===== src/rtl/main_memory_responder_if.sv =====
// Request/response channel between the L2 memory port (master) and the main-memory
// responder (slave).
interface main_memory_responder_if #(
    parameter int ADDR_W = 6,
    parameter int DATA_W = 1
);
    logic              mem_req_valid;
    logic              mem_req_rw;
    logic [ADDR_W-1:0] mem_req_addr;
    logic [DATA_W-1:0] mem_req_data;
    logic              mem_req_ready;
    logic              mem_resp_valid;
    logic [DATA_W-1:0] mem_resp_data;

    modport master (
        output mem_req_valid, mem_req_rw, mem_req_addr, mem_req_data,
        input  mem_req_ready, mem_resp_valid, mem_resp_data
    );

    modport slave (
        input  mem_req_valid, mem_req_rw, mem_req_addr, mem_req_data,
        output mem_req_ready, mem_resp_valid, mem_resp_data
    );
endinterface


===== src/rtl/main_memory_responder.sv =====
// Main-memory model below L2: one outstanding request, fixed read latency, write busy window.
// Optional MEM_STATS_EN adds saturating rd_count/wr_count request counters.
module main_memory_responder #(
    parameter int ADDR_W     = 6,
    parameter int DATA_W     = 1,
    parameter int RD_LATENCY = 4,
    parameter int WR_BUSY    = 2
) (
    input  logic                    clk,
    input  logic                    reset,
    main_memory_responder_if.slave  mem
`ifdef MEM_STATS_EN
    ,
    output logic [15:0]             rd_count,
    output logic [15:0]             wr_count
`endif
);
    localparam int         DEPTH   = 1 << ADDR_W;
    localparam logic [7:0] RD_LOAD = 8'(RD_LATENCY - 1);
    localparam logic [7:0] WR_LOAD = (WR_BUSY == 0) ? 8'd0 : 8'(WR_BUSY - 1);

    typedef enum logic [1:0] {
        S_IDLE    = 2'd0,
        S_RD_WAIT = 2'd1,
        S_RESP    = 2'd2,
        S_WR_BUSY = 2'd3
    } state_t;

    state_t            state_reg;
    state_t            state_next;
    logic [7:0]        cnt_reg;
    logic [DATA_W-1:0] data_q_reg;
    logic [DATA_W-1:0] mem_array [DEPTH];
    logic              accept;

    // Ready is purely a function of state, so acceptance needs only valid on top of it.
    assign accept = mem.mem_req_valid && (state_reg == S_IDLE);

    always_ff @(posedge clk) begin
        if (reset) begin
            state_reg <= S_IDLE;
        end else begin
            state_reg <= state_next;
        end
    end

    always_comb begin
        state_next = state_reg;
        case (state_reg)
            S_IDLE: begin
                if (accept) begin
                    if (!mem.mem_req_rw) begin
                        state_next = (RD_LOAD == 8'd0) ? S_RESP : S_RD_WAIT;
                    end else if (WR_BUSY != 0) begin
                        state_next = S_WR_BUSY;
                    end
                end
            end
            // The decrement that lands on zero is the last wait cycle; RESP follows it.
            S_RD_WAIT: if (cnt_reg <= 8'd1) state_next = S_RESP;
            S_RESP:    state_next = S_IDLE;
            S_WR_BUSY: if (cnt_reg == 8'd0) state_next = S_IDLE;
            default:   state_next = S_IDLE;
        endcase
    end

    always_comb begin
        mem.mem_req_ready  = (state_reg == S_IDLE);
        mem.mem_resp_valid = (state_reg == S_RESP);
        mem.mem_resp_data  = data_q_reg;
    end

    // Store, read snapshot and latency counter; reset clears every line.
    always_ff @(posedge clk) begin
        if (reset) begin
            cnt_reg    <= 8'd0;
            data_q_reg <= '0;
            for (int i = 0; i < DEPTH; i++) begin
                mem_array[i] <= '0;
            end
        end else begin
            case (state_reg)
                S_IDLE: begin
                    if (accept) begin
                        if (mem.mem_req_rw) begin
                            mem_array[mem.mem_req_addr] <= mem.mem_req_data;
                            cnt_reg                     <= WR_LOAD;
                        end else begin
                            data_q_reg <= mem_array[mem.mem_req_addr];
                            cnt_reg    <= RD_LOAD;
                        end
                    end
                end
                S_RD_WAIT, S_WR_BUSY: begin
                    if (cnt_reg != 8'd0) cnt_reg <= cnt_reg - 8'd1;
                end
                default: ;
            endcase
        end
    end

`ifdef MEM_STATS_EN
    logic [15:0] rd_count_reg;
    logic [15:0] wr_count_reg;

    always_ff @(posedge clk) begin
        if (reset) begin
            rd_count_reg <= 16'd0;
            wr_count_reg <= 16'd0;
        end else if (accept) begin
            if (!mem.mem_req_rw && rd_count_reg != 16'hFFFF) rd_count_reg <= rd_count_reg + 16'd1;
            if (mem.mem_req_rw && wr_count_reg != 16'hFFFF)  wr_count_reg <= wr_count_reg + 16'd1;
        end
    end

    assign rd_count = rd_count_reg;
    assign wr_count = wr_count_reg;
`endif
endmodule


===== src/flat_wrapper.sv =====
// flat-port wrapper written by rule: the top's interface ports become plain ports
module main_memory_responder_flat 
#(
    parameter int ADDR_W     = 6,
    parameter int DATA_W     = 1,
    parameter int RD_LATENCY = 4,
    parameter int WR_BUSY    = 2
)
  (clk, reset, mem_mem_req_valid, mem_mem_req_rw, mem_mem_req_addr, mem_mem_req_data, mem_mem_req_ready, mem_mem_resp_valid, mem_mem_resp_data);
  main_memory_responder_if #(.ADDR_W(ADDR_W), .DATA_W(DATA_W)) mem_i ();
  input  logic clk;
  input  logic reset;
  input wire logic [$bits(mem_i.mem_req_valid)-1:0] mem_mem_req_valid;
  input wire logic [$bits(mem_i.mem_req_rw)-1:0] mem_mem_req_rw;
  input wire logic [$bits(mem_i.mem_req_addr)-1:0] mem_mem_req_addr;
  input wire logic [$bits(mem_i.mem_req_data)-1:0] mem_mem_req_data;
  output wire logic [$bits(mem_i.mem_req_ready)-1:0] mem_mem_req_ready;
  output wire logic [$bits(mem_i.mem_resp_valid)-1:0] mem_mem_resp_valid;
  output wire logic [$bits(mem_i.mem_resp_data)-1:0] mem_mem_resp_data;
  assign mem_i.mem_req_valid = mem_mem_req_valid;
  assign mem_i.mem_req_rw = mem_mem_req_rw;
  assign mem_i.mem_req_addr = mem_mem_req_addr;
  assign mem_i.mem_req_data = mem_mem_req_data;
  assign mem_mem_req_ready = mem_i.mem_req_ready;
  assign mem_mem_resp_valid = mem_i.mem_resp_valid;
  assign mem_mem_resp_data = mem_i.mem_resp_data;
  main_memory_responder #(.ADDR_W(ADDR_W), .DATA_W(DATA_W), .RD_LATENCY(RD_LATENCY), .WR_BUSY(WR_BUSY)) u_core (.clk(clk), .reset(reset), .mem(mem_i));
endmodule

===== config.mk =====
export PLATFORM = sky130hd
export DESIGN_NAME = main_memory_responder_flat
export DESIGN_NICKNAME = d
export VERILOG_FILES = /design/src/rtl/main_memory_responder_if.sv /design/src/rtl/main_memory_responder.sv /design/src/flat_wrapper.sv
export SDC_FILE = /design/constraint.sdc
export NUM_CORES = 1
export LEC_CHECK = 0
export CAP_MARGIN = 30
export CORE_MARGIN = 4
export CORE_UTILIZATION = 61
export CTS_CLUSTER_DIAMETER = 80
export CTS_CLUSTER_SIZE = 12
export DETAILED_ROUTE_END_ITERATION = 6
export GPL_ROUTABILITY_DRIVEN = 0
export GPL_TIMING_DRIVEN = 1
export PLACE_DENSITY = 0.77
export SLEW_MARGIN = 15
export SYNTH_ARGS = -nofsm -noshare
export SYNTH_HDL_FRONTEND = slang
export SYNTH_SLANG_ARGS = --single-unit
export TNS_END_PERCENT = 5

===== constraint.sdc =====
create_clock -name clk -period 2 [get_ports clk]
set_input_delay 0.2 -clock clk [delete_from_list [all_inputs] [get_ports clk]]
set_output_delay 0.2 -clock clk [all_outputs]
set_load 0.05 [all_outputs]

==> metrics.md, run 1 <==
| Metric | Value |
|---|---|
| Routed wire length | `11320 um` |
| Sw frac | `31.62%` |
| Antenna Diode Count | `0` |
| Area growth syn-to-layout | `18.00%` |
| Placed cells | `521` |
| Crit. End Element | `output pin` |
| CP Class | `flip-flop to output pin` |
| Crit path arrival time | `1.68 ns` |
| Synth cell count leaders | `nor2_1, edfxtp_1, a21o_1` |
| Post-CTS Setup Inserts | `0` |
| Max Clk Rate | `0.5327 GHz` |
| CP required | `1.80 ns` |
| Reg power frac | `46.7%` |
| Share of layout cells above drive strength 1 | `17.39%` |
| Syn_nets | `417` |
| Multi-input logic area | `1833 um^2` |
| Skew final | `0.005530 ns` |
| Post-Layout Cell Count | `537` |
| P_sw | `1.319 mW` |
| Mapped Area | `4135 um^2` |
| Post-DP HPWL | `7949 um` |
| Worst-Margin Slew | `0.6774 ns` |
| Yosys Warn Count | `0` |
| Yosys cell types | `52` |
| Slew HR | `54.75%` |
| Fillers | `453` |
| Gate power share | `25.4%` |
| Die H | `90.34 um` |
| Cells after synthesis | `403` |
| DR pass1 iterations | `5` |
| Antenna Nets Post-Route | `0` |
| Row count | `29` |
| Max cap viols | `0` |
| Overall power | `4.172 mW` |
| Total negative slack | `0 ns` |
| Sequential share of the synthesized area | `51.80%` |
| Critical R2R Launch | `u_core.cnt_reg[0]` |
| EDFF count, synth | `64` |
| RSZ-0062 raised after global routing | `no` |
| Slowest CP cell | `clkdlybuf4s50_1` |
| CTS Sinks | `75` |
| Worst R2R Setup Slack | `0.15 ns` |
| Largest cells by area after synthesis | `edfxtp_1, a21o_1, nor2_1` |
| Final setup vio count | `0` |
| Worst hold start | `reset` |
| P per Cell Area | `855.0 nW/um^2` |
| Synth Register Bits | `75` |
| Lkg Pwr | `2.062 nW` |
| Total CTS buffers | `9` |
| Total gr overflow | `0` |
| Critical path fanouts, max | `5` |
| Port bufs | `13` |
| Hold Crit Class | `input pin to flip-flop` |
| Outcome | `completed` |
| Peak VDD IR | `443.1 uV` |
| Final min period | `1.877 ns` |
| Cell Chain, Critical Path | `nor2_4, clkdlybuf4s50_1` |
| Yosys top cell area share | `46.48%` |
| Top-count cell post-synth | `nor2_1` |
| Synth area leader | `edfxtp_1` |
| CTS root buffer | `clkbuf_8` |
| Die Wd | `90.34 um` |
| Initial Util | `64.03%` |
| DRC Markers | `0` |
| Initial antenna violation count | `0` |
| Int Pwr | `2.853 mW` |
| Die area | `8160 um^2` |
| Core area | `6459 um^2` |
| Clock power frac | `27.9%` |
| Max FFs per register | `64` |
| Max-slew violations | `0` |
| CTS tree | `yes` |
| Sequential Area | `2142 um^2` |
| Avg Cell Area, Syn | `10.26 um^2` |
| Async set-reset flop share out of synthesis | `0%` |
| Main flop type after synthesis | `edfxtp_1` |
| Slowest Stage Delay on Critical Path | `0.81 ns` |
| Cts hold-fix bufs | `0` |
| Final Hold Viols | `0` |
| CTS clk-pin slew, worst paths | `0.08 ns` |
| Clk_lat worst skew | `0.35 ns` |
| Clock Path Buffers | `2` |
| Crit path launch type | `flip-flop` |
| Nets | `469` |
| Largest net degree at the start of global routing | `40` |
| Vias per cell | `6.553` |
| Initial DRC count | `328` |
| Vias | `3519` |
| H-tree Lvls | `3` |
| First-pass GRT wire length | `18180 um` |
| WL/cell | `21.08 um` |
| Total GRT Usage | `28.75%` |
| Fin crit share | `93.85%` |
| # IOs | `14` |
| Vias in the first global route | `3481` |
| CP startpoint | `u_core.state_reg[1]` |
[power groups by stage]
stage,Clock (mW),Combinational (mW),Sequential (mW)
3_5_place_dp,0,1.03,1.97
6_report,1.17,1.06,1.95
5_1_grt,1.24,1.17,1.96
4_1_cts,1.17,1.04,1.93
3_3_place_gp,0,0.984,1.96
2_1_floorplan,0,0.749,1.95
[final timing paths]
check	to	depth (start not counted)
worst min-delay path	u_core.state_reg[1]	3
worst max register to register	u_core.cnt_reg[5]	7
worst min register to register	u_core.cnt_reg[0]	1
worst max-delay path	mem_mem_req_ready	2
[layer usage]
metal,wire length (um),GRT usage (%),vias to the layer above
met1,4412,38.17,1668
met2,5339,44.93,248
li1,-,-,1562
met3,1161,5.167,41
met5,0,0,-
met4,409,15.56,0
[through the flow]
step	util, %	area [um^2]	setup WS, ns	hold WS [ns]
floorplan	-	4140	0.08515	0.4224
global placement	72.38	4674	-0.1515	0.4848
detailed placement	72.38	4674	-0.1784	0.4932
CTS	75.38	4868	0.03980	0.4144
global route	75.55	4880	0.007163	0.4624
finish	75.55	4880	0.1229	0.4167
[cell usage in the layout, fill, tap and decap left out, types with 2 or more instances in the layout]
master / count
inv_1: 7
a22oi_1: 9
a32oi_1: 2
nor2_1: 87
a21oi_1: 6
and3_1: 4
a221oi_1: 5
clkbuf_8: 9
nand2_1: 23
edfxtp_1: 64
nor2b_1: 2
nand3_1: 10
clkinvlp_4: 3
buf_4: 55
nor3b_1: 3
clkinv_1: 2
mux2i_1: 18
nand3b_1: 5
dfxtp_1: 11
and2_0: 2
ha_1: 3
xnor2_1: 2
buf_12: 2
nand2b_1: 4
o22ai_1: 2
xor2_1: 4
o21bai_1: 13
a21o_1: 53
o21ai_0: 3
clkdlybuf4s50_1: 11
and2_1: 3
nor3_1: 6
[repair_timing]
item,4_1_cts,5_1_grt
resized for setup,0,2
endpoints found under the hold margin,0,0
endpoints found under the setup margin,0,2
[area by class of cell]
cell class,count,share of cell area (%)
Tap cell,77,1.974
Timing Repair Buffer,70,11.90
Multi-Input combinational cell,290,37.56
Clock inverter,6,1.359
Sequential cell,75,43.90
Clock buffer,10,2.615
Inverter,9,0.6923
[cells by family after synthesis]
kind of cell               share of synthesized area (%)
and+or+nand+nor                                    17.52
muxes                                              5.537
DFF                                                51.80
adders and majority gates                         0.9078
buffers and inverters                              4.206
xor gates and xnor gates                           1.271
AOI/OAI and AO/OA                                  18.76
[critical path: cells and delay by family (launching register included)]
family        cells  cell delay [ns]
simple gates      1             0.14
buf+inv           1             0.81
flops             1             0.38
Note: power is estimated with default switching activity, not from simulation.
==> run 2, diff against run 1 <==
--- a/config.mk
+++ b/config.mk
@@ -14,6 +14,7 @@
 export GPL_ROUTABILITY_DRIVEN = 0
 export GPL_TIMING_DRIVEN = 1
 export PLACE_DENSITY = 0.77
+export REMOVE_ABC_BUFFERS = 1
 export SLEW_MARGIN = 15
 export SYNTH_ARGS = -nofsm -noshare
 export SYNTH_HDL_FRONTEND = slang
==> metrics.md, run 2 (synthesized netlist as in run 1, its figures left out) <==
| Metric | Value |
|---|---|
| DR WL met2 | `5144 um (-3.7%)` |
| Core area | `6459 um^2 (unchanged)` |
| Worst R2R Setup Slack | `0.13 ns (-0.02 ns)` |
| Row count | `29 (unchanged)` |
| Die Wd | `90.34 um (unchanged)` |
| Worst Hold Depth | `2 (-1)` |
| Max FFs per register | `64 (unchanged)` |
| Port bufs | `13 (unchanged)` |
| Final WS setup | `0.08349 ns (-0.03943 ns)` |
| Slowest CP cell | `clkdlybuf4s50_1` |
| Initial antenna violation count | `0 (unchanged)` |
| Placement Setup Slack | `-0.1148 ns (+0.06356 ns)` |
| Final setup vio count | `0 (unchanged)` |
| Most frequent cells in the layout | `nor2_1, edfxtp_1, a21o_1, buf_4, nand2_1` |
| Total GRT Usage | `27.02% (-1.7 points)` |
| First-pass GRT wire length | `17110 um (-5.9%)` |
| Fin crit share | `95.83% (+2.0 points)` |
| Die H | `90.34 um (unchanged)` |
| Initial Util | `64.03% (unchanged)` |
| # IOs | `14 (unchanged)` |
| Sequential Area | `2142 um^2 (unchanged)` |
| WL/cell | `20.28 um (-3.8%)` |
| Most common cell after layout, fill and taps aside | `nor2_1` |
| DRC Markers | `0 (unchanged)` |
| Max cap viols | `0 (unchanged)` |
| Post-CTS Setup Inserts | `0 (unchanged)` |
| Vias | `3355 (-4.7%)` |
| Peak VDD IR | `532.5 uV (+20%)` |
| Max-slew violations | `0 (unchanged)` |
| Routed wire length | `10710 um (-5.4%)` |
| Crit path arrival time | `1.72 ns (+0.04 ns)` |
| Vias in the first global route | `3213 (-7.7%)` |
| Share of layout cells above drive strength 1 | `16.19% (-1.2 points)` |
| Outcome | `completed` |
| Die area | `8160 um^2 (unchanged)` |
| Slew HR | `53.75% (-1.0 points)` |
| Crit. End Element | `output pin` |
| Skew final | `0.009660 ns (+0.004130 ns)` |
| CTS tree | `yes` |
| WL met1 | `4300 um (-2.5%)` |
| Post-layout util | `73.54% (-2.0 points)` |
| Reg2reg path depth | `6 (-1)` |
| Cts hold-fix bufs | `0 (unchanged)` |
| Nets | `460 (-1.9%)` |
| Final Hold Viols | `0 (unchanged)` |
| Hold Crit Class | `input pin to flip-flop` |
| CTS Sinks | `75 (unchanged)` |
| H-tree Lvls | `3 (unchanged)` |
| CP required | `1.80 ns (about the same)` |
| Post-CTS resize count | `0 (unchanged)` |
| Crit path launch type | `flip-flop` |
| Initial DRC count | `297 (-9.5%)` |
| Antenna Diode Count | `0 (unchanged)` |
| Area growth syn-to-layout | `14.86%` |
| Met3 routed WL | `1037 um (-11%)` |
| Lkg Pwr | `1.979 nW (-4.0%)` |
| DR pass1 iterations | `5 (unchanged)` |
| Final min period | `1.917 ns (+0.03943 ns)` |
| RSZ-0062 raised after global routing | `no` |
| Multi-input logic area | `1819 um^2 (-0.75%)` |
| Overall power | `4.004 mW (-4.0%)` |
| CP Class | `flip-flop to output pin` |
| Critical path fanouts, max | `6 (+1)` |
| Total gr overflow | `0 (unchanged)` |
| Highest metal used | `met4` |
| CTS clk-pin slew, worst paths | `0.08 ns (about the same)` |
| P per Cell Area | `843.1 nW/um^2 (-1.4%)` |
| Antenna Nets Post-Route | `0 (unchanged)` |
| Slowest Stage Delay on Critical Path | `0.79 ns (-0.02 ns)` |
| Largest net degree at the start of global routing | `68 (+70%)` |
| Max Clk Rate | `0.5218 GHz (-2.1%)` |
| CTS root buffer | `clkbuf_8` |
| Post-DP HPWL | `7387 um (-7.1%)` |
| Total CTS buffers | `9 (unchanged)` |
| Worst-Margin Slew | `0.6938 ns (+0.01634 ns)` |
| Clk_lat worst skew | `0.35 ns (about the same)` |
| Vias per cell | `6.354 (-3.0%)` |
| Fillers | `485 (+7.1%)` |
| Clock Path Buffers | `2 (unchanged)` |
| Cell Chain, Critical Path | `and2b_1, clkdlybuf4s50_1` |
-- run 2: power by group --
part	internal (mW)	switching (mW)	total, mW
Combinational	0.428	0.580	1.01
Sequential	1.82	0.105	1.93
Clock	0.456	0.615	1.07
Total	2.70	1.30	4.00
-- run 2: final cells by class --
type / instances / share of cell area (%)
Tap cell: 77 / 2.028
Clock inverter: 7 / 1.133
Inverter: 9 / 0.7113
Multi-Input combinational cell: 290 / 38.30
Timing Repair Buffer: 61 / 10.12
Sequential cell: 75 / 45.10
Clock buffer: 9 / 2.608
-- run 2: path summary, 6_finish.rpt --
kind | startpoint | to
max | u_core.state_reg[0] | mem_mem_resp_valid
min | reset | u_core.cnt_reg[1]
max reg2reg | u_core.state_reg[0] | u_core.mem_array[1]
min reg2reg | u_core.cnt_reg[0] | u_core.cnt_reg[0]
-- run 2: critical path: cells and delay by family (launching register included) --
kind | cells | cell delay [ns]
buf+inv | 1 | 0.79
flops | 1 | 0.37
simple gates | 1 | 0.21
-- run 2: through the flow --
step	cell area (um^2)	instances	hold WS (ns)	setup TNS [ns]
2_1_floorplan	3995	374	0.2691	-8.406
3_3_place_gp	4572	512	0.4852	-0.2354
3_5_place_dp	4572	512	0.4854	-0.8444
4_1_cts	4750	528	0.1079	0
5_1_grt	4750	528	0.1098	0
6_report	4750	528	0.1194	0
-- run 2: routing by layer --
layer,GRT usage [%],up-vias
met3,7.083,25
met4,7.653,0
met5,0,-
li1,-,1545
met1,36.23,1601
met2,43.56,184
==> run 3, diff against run 2 <==
--- a/config.mk
+++ b/config.mk
@@ -6,6 +6,7 @@
 export NUM_CORES = 1
 export LEC_CHECK = 0
 export CAP_MARGIN = 30
+export CORE_ASPECT_RATIO = 0.9
 export CORE_MARGIN = 4
 export CORE_UTILIZATION = 61
 export CTS_CLUSTER_DIAMETER = 80
==> metrics.md, run 3 (synthesized netlist as in run 1, its figures left out) <==
| Metric | Value |
|---|---|
| Cts hold-fix bufs | `0 (unchanged)` |
| Lkg Pwr | `1.996 nW (+0.85%)` |
| Antenna Diode Count | `0 (unchanged)` |
| Max Clk Rate | `0.5227 GHz (+0.18%)` |
| Die area | `8162 um^2 (about the same)` |
| Share of layout cells above drive strength 1 | `15.74% (-0.44 points)` |
| Fin crit share | `95.65% (-0.17 points)` |
| Area growth syn-to-layout | `15.70%` |
| Sw frac | `30.33% (-2.1 points)` |
| Die Wd | `94.79 um (+4.9%)` |
| Post-DP HPWL | `7455 um (+0.93%)` |
| Max cap viols | `0 (unchanged)` |
| Final setup vio count | `0 (unchanged)` |
| Crit path arrival time | `1.71 ns (about the same)` |
| Total gr overflow | `0 (unchanged)` |
| Routed wire length | `10690 um (-0.20%)` |
| Most common cell after layout, fill and taps aside | `nor2_1` |
| P per Cell Area | `842.3 nW/um^2 (about the same)` |
| Port bufs | `13 (unchanged)` |
| Int Pwr | `2.808 mW (+3.9%)` |
| Clock Path Buffers | `2 (unchanged)` |
| Max-slew violations | `0 (unchanged)` |
| Clk_lat worst skew | `0.35 ns (about the same)` |
| First-pass GRT wire length | `16880 um (-1.3%)` |
| Skew final | `0.008402 ns (-0.001257 ns)` |
| Multi-input logic area | `1819 um^2 (unchanged)` |
| Initial DRC count | `491 (+65%)` |
| Row count | `28 (-3.4%)` |
| Post-CTS Setup Inserts | `0 (unchanged)` |
| DRC Markers | `0 (unchanged)` |
| Vias per cell | `6.264 (-1.4%)` |
| Crit. End Element | `output pin` |
| Total GRT Usage | `28.01% (+0.99 points)` |
| P_sw | `1.223 mW (-6.0%)` |
| CTS Sinks | `75 (unchanged)` |
| Peak VDD IR | `918.5 uV (+72%)` |
| Post-CTS resize count | `0 (unchanged)` |
| # IOs | `14 (unchanged)` |
| Outcome | `completed` |
| Worst-Margin Slew | `0.5840 ns (-0.1097 ns)` |
| DR pass1 iterations | `5 (unchanged)` |
| RSZ-0062 raised after global routing | `no` |
| WL/cell | `19.76 um (-2.6%)` |
| CTS tree | `yes` |
| Worst R2R Setup Slack | `0.18 ns (+0.05 ns)` |
| Initial Util | `62.78% (-1.2 points)` |
| Nets | `460 (unchanged)` |
| Die H | `86.11 um (-4.7%)` |
| Total CTS buffers | `9 (unchanged)` |
| Slew HR | `61.06% (+7.3 points)` |
| Final Hold Viols | `0 (unchanged)` |
| Sequential Area | `2142 um^2 (unchanged)` |
| Most frequent cells in the layout | `nor2_1, edfxtp_1, a21o_1, buf_4, nand2_1` |
| H-tree Lvls | `3 (unchanged)` |
| Hold Crit Class | `input pin to flip-flop` |
| Clock power frac | `27.6% (+0.9 points)` |
| Antenna Nets Post-Route | `0 (unchanged)` |
| Final min period | `1.913 ns (-0.003421 ns)` |
| Fillers | `499 (+2.9%)` |
| Vias | `3389 (+1.0%)` |
| Post-Layout Cell Count | `541 (+2.5%)` |
| Placed cells | `525 (+2.5%)` |
| CP Class | `flip-flop to output pin` |
| Largest net degree at the start of global routing | `57 (-16%)` |
| Max FFs per register | `64 (unchanged)` |
| Vias in the first global route | `3236 (+0.72%)` |
| CTS clk-pin slew, worst paths | `0.08 ns (about the same)` |
| CTS root buffer | `clkbuf_8` |
| Gate power share | `24.6% (-0.6 points)` |
| CP required | `1.80 ns (about the same)` |
| Crit path launch type | `flip-flop` |
| Post-layout util | `72.64% (-0.89 points)` |
| Initial antenna violation count | `0 (unchanged)` |
| Reg power frac | `47.8% (-0.3 points)` |
| Critical path fanouts, max | `6 (unchanged)` |
| Core area | `6586 um^2 (+2.0%)` |
run 3: cell count changes in the layout (fill, tap and decap cells not counted), sizes merged:
cell,before,now
clkinvlp,3,1
bufinv,0,1
clkbuf,9,10
clkinv,5,6
inv,8,7
run 3: power groups by stage:
| stage | registers, mW | clock network (mW) | logic (mW) |
|---|---|---|---|
| 6_report | 1.93 | 1.11 | 0.992 |
| 5_1_grt | 1.94 | 1.20 | 1.09 |
| 4_1_cts | 1.93 | 1.13 | 0.987 |
| 3_5_place_dp | 1.96 | 0 | 0.980 |
| 3_3_place_gp | 1.95 | 0 | 0.960 |
| 2_1_floorplan | 1.95 | 0 | 0.682 |
run 3: per-layer routing:
metal	up-vias	wire [um]	GRT usage [%]
met2	200	4978	43.41
met3	37	1163	6.140
met1	1610	4226	38.64
met5	-	0	0
met4	0	321	10.75
li1	1542	-	-
run 3: stage by stage:
step	cell area, um^2	power [mW]	hold slack [ns]	setup WS (ns)	setup TNS, ns
5_1_grt	4785	4.232	0.4444	0.02368	0
3_3_place_gp	4601	2.914	0.4952	0.01910	0
4_1_cts	4785	4.040	0.4168	0.08482	0
3_5_place_dp	4601	2.939	0.5159	-0.02574	-0.02574
6_report	4785	4.030	0.4104	0.08691	0
2_1_floorplan	3995	2.627	0.2691	-0.2655	-8.406
run 3: cell type report:
cell class                      count  share of cell area [%]
Clock buffer                       10                   2.667
Clock inverter                      6                   1.177
Inverter                            9                  0.7061
Multi-Input combinational cell    290                   38.02
Sequential cell                    75                   44.77
Tap cell                           90                   2.354
Timing Repair Buffer               61                   10.30
run 3: final timing paths:
kind | from | end | cells past startpoint
worst min-delay path | reset | u_core.mem_array[57] | 3
worst max register to register | u_core.state_reg[0] | u_core.mem_array[18] | 6
worst max-delay path | u_core.state_reg[0] | mem_mem_resp_valid | 2
worst min register to register | u_core.cnt_reg[0] | u_core.cnt_reg[0] | 1
run 3: worst max-delay path, cell delays in order (launching register included):
cell and delay, ns:
dfxtp_1 0.37, and2b_1 0.21, clkdlybuf4s50_1 0.79
